<file path="config.mk">
export PLATFORM = sky130hd
export DESIGN_NAME = walk_scheduler
export DESIGN_NICKNAME = d
export VERILOG_FILES = /design/src/rtl/walk_scheduler.sv
export SDC_FILE = /design/constraint.sdc
export NUM_CORES = 1
export LEC_CHECK = 0
export ABC_AREA = 1
export ABC_CLOCK_PERIOD_IN_PS = 4400
export CORE_ASPECT_RATIO = 0.5
export CORE_MARGIN = 1.5
export CORE_UTILIZATION = 45
export DETAILED_ROUTE_END_ITERATION = 8
export GPL_TIMING_DRIVEN = 0
export PLACE_DENSITY = 0.83
export SLEW_MARGIN = 5
export SYNTH_ARGS = -nofsm -noshare
export SYNTH_HDL_FRONTEND = slang
export SYNTH_SLANG_ARGS = --single-unit
</file>
<file path="constraint.sdc">
create_clock -name i_clk -period 4.4 [get_ports i_clk]
set_clock_uncertainty 0.05 [all_clocks]
set_input_delay 0.88 -clock i_clk [delete_from_list [all_inputs] [get_ports i_clk]]
set_output_delay 0.88 -clock i_clk [all_outputs]
set_load 0.02 [all_outputs]
</file>
<file path="src/rtl/walk_scheduler.sv">
// rtl/walk_scheduler.sv - round-robin requester scheduler and Wishbone master for the LED walker
// Grants one requester, writes its index to the walker, polls status until idle, then pulses done.
module walk_scheduler #(
  parameter int NREQ    = 4,
  parameter int TIMEOUT = 255
) (
  input  logic            i_clk,
  input  logic            i_reset_n,
  input  logic [NREQ-1:0] i_req,
  output logic [NREQ-1:0] o_grant,
  output logic [NREQ-1:0] o_done,
  output logic            o_err,
  output logic            o_busy,
  output logic            o_wb_cyc,
  output logic            o_wb_stb,
  output logic            o_wb_we,
  output logic            o_wb_addr,
  output logic [31:0]     o_wb_data,
  input  logic            i_wb_stall,
  input  logic            i_wb_ack,
  input  logic [31:0]     i_wb_data
);
  localparam int LGNREQ = $clog2(NREQ);

  typedef enum logic [2:0] {IDLE, WSTB, WACK, RSTB, RACK, DONE} state_t;

  state_t              state_q, state_d;
  logic [LGNREQ-1:0]   rr_q, rr_d;
  logic [LGNREQ-1:0]   idx_q, idx_d;
  logic [NREQ-1:0]     grant_q, grant_d;
  logic [NREQ-1:0]     done_q, done_d;
  logic                err_q, err_d;
  logic                cyc_q, cyc_d;
  logic                stb_q, stb_d;
  logic                we_q, we_d;
  logic [7:0]          timer_q, timer_d;

  logic                pick_valid;
  logic [LGNREQ-1:0]   pick_idx;
  logic [LGNREQ-1:0]   cand;
  logic                ack_taken;
  logic                bus_state;
  logic                poll_idle;
  logic                unused_rdata;

  assign poll_idle    = (i_wb_data[3:0] == 4'd0);
  assign unused_rdata = ^i_wb_data[31:4];
  assign bus_state    = (state_q == WSTB) || (state_q == WACK) ||
                        (state_q == RSTB) || (state_q == RACK);

  // Walk downward so the candidate closest after the pointer wins; the pointer itself is last.
  always_comb begin
    pick_valid = 1'b0;
    pick_idx   = rr_q;
    cand       = rr_q;
    for (int k = NREQ; k >= 1; k--) begin
      cand = LGNREQ'((int'(rr_q) + k) % NREQ);
      if (i_req[cand]) begin
        pick_valid = 1'b1;
        pick_idx   = cand;
      end
    end
  end

  always_comb begin
    state_d   = state_q;
    rr_d      = rr_q;
    idx_d     = idx_q;
    grant_d   = grant_q;
    done_d    = '0;
    err_d     = 1'b0;
    cyc_d     = cyc_q;
    stb_d     = stb_q;
    we_d      = we_q;
    timer_d   = bus_state ? timer_q + 8'd1 : timer_q;
    ack_taken = 1'b0;

    case (state_q)
      IDLE: begin
        if (pick_valid) begin
          grant_d = NREQ'(1) << pick_idx;
          rr_d    = pick_idx;
          idx_d   = pick_idx;
          cyc_d   = 1'b1;
          stb_d   = 1'b1;
          we_d    = 1'b1;
          timer_d = 8'd0;
          state_d = WSTB;
        end
      end
      WSTB: begin
        if (!i_wb_stall) begin
          stb_d = 1'b0;
          if (i_wb_ack) begin
            ack_taken = 1'b1;
            cyc_d     = 1'b0;
            we_d      = 1'b0;
            timer_d   = 8'd0;
            state_d   = RSTB;
          end else begin
            state_d = WACK;
          end
        end
      end
      WACK: begin
        if (i_wb_ack) begin
          ack_taken = 1'b1;
          cyc_d     = 1'b0;
          we_d      = 1'b0;
          timer_d   = 8'd0;
          state_d   = RSTB;
        end
      end
      RSTB: begin
        // Entering RSTB leaves cyc low for one cycle before the read strobe goes out.
        if (!cyc_q) begin
          cyc_d = 1'b1;
          stb_d = 1'b1;
        end else if (!i_wb_stall) begin
          stb_d = 1'b0;
          if (i_wb_ack) begin
            ack_taken = 1'b1;
            cyc_d     = 1'b0;
            if (poll_idle) begin
              done_d  = grant_q;
              state_d = DONE;
            end else begin
              timer_d = 8'd0;
            end
          end else begin
            state_d = RACK;
          end
        end
      end
      RACK: begin
        if (i_wb_ack) begin
          ack_taken = 1'b1;
          cyc_d     = 1'b0;
          if (poll_idle) begin
            done_d  = grant_q;
            state_d = DONE;
          end else begin
            timer_d = 8'd0;
            state_d = RSTB;
          end
        end
      end
      DONE: begin
        grant_d = '0;
        state_d = IDLE;
      end
      default: state_d = IDLE;
    endcase

    if (bus_state && !ack_taken && (timer_q == 8'(TIMEOUT - 1))) begin
      cyc_d   = 1'b0;
      stb_d   = 1'b0;
      we_d    = 1'b0;
      err_d   = 1'b1;
      done_d  = grant_q;
      grant_d = '0;
      state_d = IDLE;
    end
  end

  always_ff @(posedge i_clk or negedge i_reset_n) begin
    if (!i_reset_n) begin
      state_q <= IDLE;
      rr_q    <= LGNREQ'(NREQ - 1);
      idx_q   <= '0;
      grant_q <= '0;
      done_q  <= '0;
      err_q   <= 1'b0;
      cyc_q   <= 1'b0;
      stb_q   <= 1'b0;
      we_q    <= 1'b0;
      timer_q <= 8'd0;
    end else begin
      state_q <= state_d;
      rr_q    <= rr_d;
      idx_q   <= idx_d;
      grant_q <= grant_d;
      done_q  <= done_d;
      err_q   <= err_d;
      cyc_q   <= cyc_d;
      stb_q   <= stb_d;
      we_q    <= we_d;
      timer_q <= timer_d;
    end
  end

  assign o_grant   = grant_q;
  assign o_done    = done_q;
  assign o_err     = err_q;
  assign o_busy    = (state_q != IDLE);
  assign o_wb_cyc  = cyc_q;
  assign o_wb_stb  = stb_q;
  assign o_wb_we   = we_q;
  assign o_wb_addr = 1'b0;
  assign o_wb_data = {{(32 - LGNREQ){1'b0}}, idx_q};

endmodule
</file>
==> Word level (Yosys, flattened, before mapping) <==
Index checks and enable logic that the tools add are counted.
{ "totals": {"reg_bits": 27, "in_bits": 40, "word_cells": 120, "out_inout_bits": 46} }
{ "classes": {"addsub": 5, "n_lt_le_gt_ge": 4, "n_reduce_logical": 20, "n_eq_ne": 13, "mux": 67, "n_shift": 1} }
{ "op_table": {"columns": ["op", "n"], "rows": [
  ["$mux W8", 8],
  ["$pmux W8 S5", 1],
  ["$mux W3", 10],
  ["$mux W4", 7],
  ["$mux W1", 26],
  ["$pmux W4 S2", 2],
  ["$ne A3 B2 Y1 const B", 5],
  ["$pmux W3 S5", 1],
  ["$lt A2 B3 Y1 const B", 4],
  ["$pmux W1 S3", 3],
  ["$add A8 B1 Y8 const B", 1],
  ["$bmux W1 S2", 4],
  ["$eq A8 B8 Y1 const B", 1],
  ["$mux W2", 4],
  ["$reduce_bool A4 Y1", 2],
  ["$reduce_and A7 Y1", 1],
  ["$eq A3 B2 Y1 const B", 2],
  ["$eq A3 B3 Y1 const B", 2],
  ["$reduce_and A2 Y1", 3],
  ["$reduce_and A3 Y1", 2],
  ["$reduce_bool A3 Y1", 2],
  ["$reduce_bool A5 Y1", 1],
  ["$add A2 B1 Y2 const B", 2],
  ["$add A2 B2 Y2 const B", 2],
  ["other kinds (11)", 14]
]} }

==> Logic depth before layout (Yosys ltp) <==
{ "logic_depth": {"depth_word": 11, "depth_mapped": 12, "depth_no_buf": 11} }

==> Least setup slack after synthesis <==
Ideal clock, no wire load.
{ "synth_path": {"path_kind": "register to output", "startpoint": "register state_q[1]", "endpoint": "output o_busy", "path_stages_with_launch": 6, "arrival_time_ps": 956, "path_buffers": 1, "slack_ps": 2514, "t_required_ps": 3470, "path_cell_list": "dfrtp_1 > buf_6 > nor2_2 > inv_1 > nor2_2 > inv_1"} }
{ "synth_between": {"elab_chain_cells": 1} }
{ "synth_lines": {"columns": ["item", "line", "text"], "rows": [
  ["start, declared", "27", "state_t state_q, state_d;"],
  ["start signal, assigned", "179", "state_q <= state_d;"],
  ["$reduce_bool A3 Y1", "195", "assign o_busy = (state_q != IDLE);"],
  ["end, declared", "13", "output logic o_busy,"]
]} }
Every way passes these cells.

==> Worst setup path in the final report <==
Ends and elaborated chain as after synthesis.

==> qor.yml <==
status: "finished, final reports clean"
yosysSeqAreaShare_pct: 34.77
synthFlopType: "sky130_fd_sc_hd__dfrtp_1"
vdd.ir_drop.worst_mv: 0.2620
rrSetupSlack_ns: 2.39
numCtsBuffers: 3
iteration_count_of_the_initial_detailed_routing_pass: 4
yosys_warnings: 0
grt_util_met2_pct: 33.57
setup.worst_path.end_class: "output port"
regArea_sq_um: 678.2
hold_class: "reg2reg"
pwr_density_cell_nw_per_um2: 550.2
global_route.usage.met3_pct: 3.241
synth-async-reset-ratio_pct: 100.0
setup_repair_after_global_routing_missed_its_margin: "no"
timing.final.setup_violations: 0
cap_viol_max_count: 0
layout_worst_path_cycle_share_pct: 63.27
worst_path_max_delay_cell: "sky130_fd_sc_hd__clkdlybuf4s50_1"
grt.overflow.total: 0
dp_hpwl_mm: 3.142
grtUsageTotal_pct: 18.03
sequentialPowerShare_pct: 28.9
post_synth_fa_ha_maj_area_fraction_pct: 1.283
die_y_um: 49.56
period_needed_ns: 2.784
synth_xor_xnor_area_share_pct: 2.245
ctsHtreeMaxLevel: 1
grt_most_used_layer: "met2"
clock-sinks: 27
clkTransAtPathRegs_ns: 0.09
maximum_number_of_pins_on_one_net_before_global_route_repair: 28
compound_gate_fraction_of_synth_area_pct: 8.916
final_util_pct: 60.45
synth.top_cells.by_area: "sky130_fd_sc_hd__dfrtp_1 (32%), sky130_fd_sc_hd__nand2_1 (14%), sky130_fd_sc_hd__buf_4 (12%)"
port-buffer-count: 26
final_setup_tns_ns: 0
syn_avg_cell_area_sq_um: 7.145
timing.final.max_slew_violations: 0
synth_simple_gate_area_share_pct: 32.01
timing.critical_path.fanout_max: 8
power_switching_mw: 0.6458
synth.largest_area_cell: "sky130_fd_sc_hd__dfrtp_1"
p_leak_nw: 1.305
areaGrowthSynthToFinish_pct: 24.70
critical_path_startpoint_category: "flip-flop"
post_cts_setup_bufs: 0
drt_wl_total_mm: 3.913
die_area_sq_um: 4763
detail_route.iter0.violations: 51
clockRootBuffer: "sky130_fd_sc_hd__clkbuf_8"
synth.most_common_cell: "sky130_fd_sc_hd__nand2_1"
die_width_um: 96.11
worstSetupPathType: "reg2out"
clockPowerShare_pct: 10.5
gp_routability_congestion: 0.9062
hold_buffers: 0
synth_edf_count: 0
clk-insertion-delay-late_ns: 0.28
cpPeakStageDelay_ns: 0.54
timing.critical_path.cells: "buf_6 > nor2_2 > inv_1 > nor2_2 > inv_1 > clkdlybuf4s50_1"
timing.hold.worst_path_depth: 2
cts_tree: "built"
combinationalPowerShare_pct: 60.7
timing_worst_slew_pin_value_ns: 0.5903
switching_share_pct: 48.25
boundaryPins: 86
wire_length_of_the_first_global_routing_pass_mm: 6.768
cts-resized-gates: 0
final_layout_size_suffix_gt1_share_pct: 19.22
placementRows: 16
num_antenna_cells: 0
postSynthRegisterBits: 27
layout.filler_cells: 375
mux_contribution_to_synthesized_area_pct: 0
num_vias: 1807
detail-route-antenna-nets: 0
clock_tree.buffer_depth: 2
synth.cell_area_sq_um: 1951
synth_largest_type_area_fraction_pct: 32.07
hold_viol: 0
met1_usage_pct: 20.66
synth_common_cells: "sky130_fd_sc_hd__nand2_1 (73), sky130_fd_sc_hd__buf_4 (32), sky130_fd_sc_hd__inv_1 (30), sky130_fd_sc_hd__dfrtp_1 (25), sky130_fd_sc_hd__nand3_1 (24)"
core_area_sq_um: 4024
total_area_of_multi_input_combinational_cells_sq_um: 983.4
p_int_mw: 0.6925
start_util_pct: 48.48
vias_in_the_first_global_route: 1684
worst_slew_margin_rel_pct: 60.65
routed_wire_length_per_instance_um: 10.11
fin_nets: 376
netlist-cell-type-count: 29
avgViaCountPerCell: 4.669
synth_cells: 273
drc_errors_left: 0
worst_ep_required_time_ns: 3.47
synth_top_family_by_area: "simple AND/OR/NAND/NOR gates"
maxClockFrequency_mhz: 359.2
worst_r2r_path_depth: 10
initial_antenna_violation_count: 0
crit_arrival_ns: 1.85
critical path, delay by kind of cell (launching register included):
family,cells,cell delay (ns)
flip-flops,1,0.39
buffers and inverters,4,0.84
AND/OR/NAND/NOR,2,0.35
kinds of logic (layout without fill, tap and decap cells):
group                    after synthesis  in the layout
AO/OA/AOI/OAI                         29             29
XOR/XNOR                               5              5
adder cells (fa/ha/maj)                2              2
buffers and inverters                 71            101
flip-flops                            27             27
other                                  1             31
AND/OR/NAND/NOR                      138            138
layout by cell type (no fill, tap or decap), drive strengths merged, types with 4 or more instances in the layout:
master / synthesis / routed
nand2: 79 / 79
inv: 37 / 37
buf: 34 / 35
conb: 1 / 31
nor2: 27 / 27
dfrtp: 25 / 25
clkdlybuf4s50: 0 / 25
nand3: 24 / 24
o21ai: 17 / 17
nand4: 6 / 6
a21boi: 4 / 4
xor2: 4 / 4
a21oi: 4 / 4
state kept, by name (all words and copies together) (netlist names):
register  cells
idx_q         2
rr_q          2
timer_q       8
state_q       3
o_err         1
o_wb_stb      1
o_wb_we       1
o_grant       4
o_wb_cyc      1
o_done        4
routing by layer:
layer  routed length, um  vias up
li1                    -      920
met1                1696      821
met2                1930       59
met3                 226        7
met4                  59        0
met5                   0        -
area by class of cell:
class | instances | share of cell area, %
sequential | 27 | 27.88
multi-input combinational | 205 | 40.43
tap | 54 | 2.778
timing repair buffer | 26 | 10.49
clock inverter | 1 | 0.2058
buffer | 34 | 10.80
clock buffer | 3 | 1.698
inverter | 37 | 5.710
worst paths after layout:
path	start	to
worst min-delay path	o_wb_stb	o_wb_stb
worst max register to register	rr_q[0]	state_q[2]
max in group asynchronous	i_reset_n	timer_q[5]
worst min register to register	o_wb_stb	o_wb_stb
min in group asynchronous	i_reset_n	o_grant[1]
worst max-delay path	state_q[1]	o_busy
power by group through the flow:
stage,Combinational [mW],Sequential [mW],Clock [mW]
floorplan,0.560,0.420,0
global placement,0.784,0.387,0
detailed placement,0.804,0.390,0
CTS,0.807,0.385,0.146
global route,0.912,0.398,0.155
finish,0.812,0.387,0.140
per-stage QoR:
stage	area (sq um)	hold slack [ns]	std cells	power, mW	setup slack [ns]
4_1_cts	2437	0.4617	387	1.339	1.616
2_1_floorplan	2063	0.4913	303	0.9799	2.514
6_report	2432	0.4610	387	1.338	1.616
3_5_place_dp	2391	0.4213	383	1.193	1.764
5_1_grt	2432	0.4838	387	1.466	1.543
3_3_place_gp	2391	0.4275	383	1.171	1.742
Note: power is estimated with default switching activity, not from simulation.
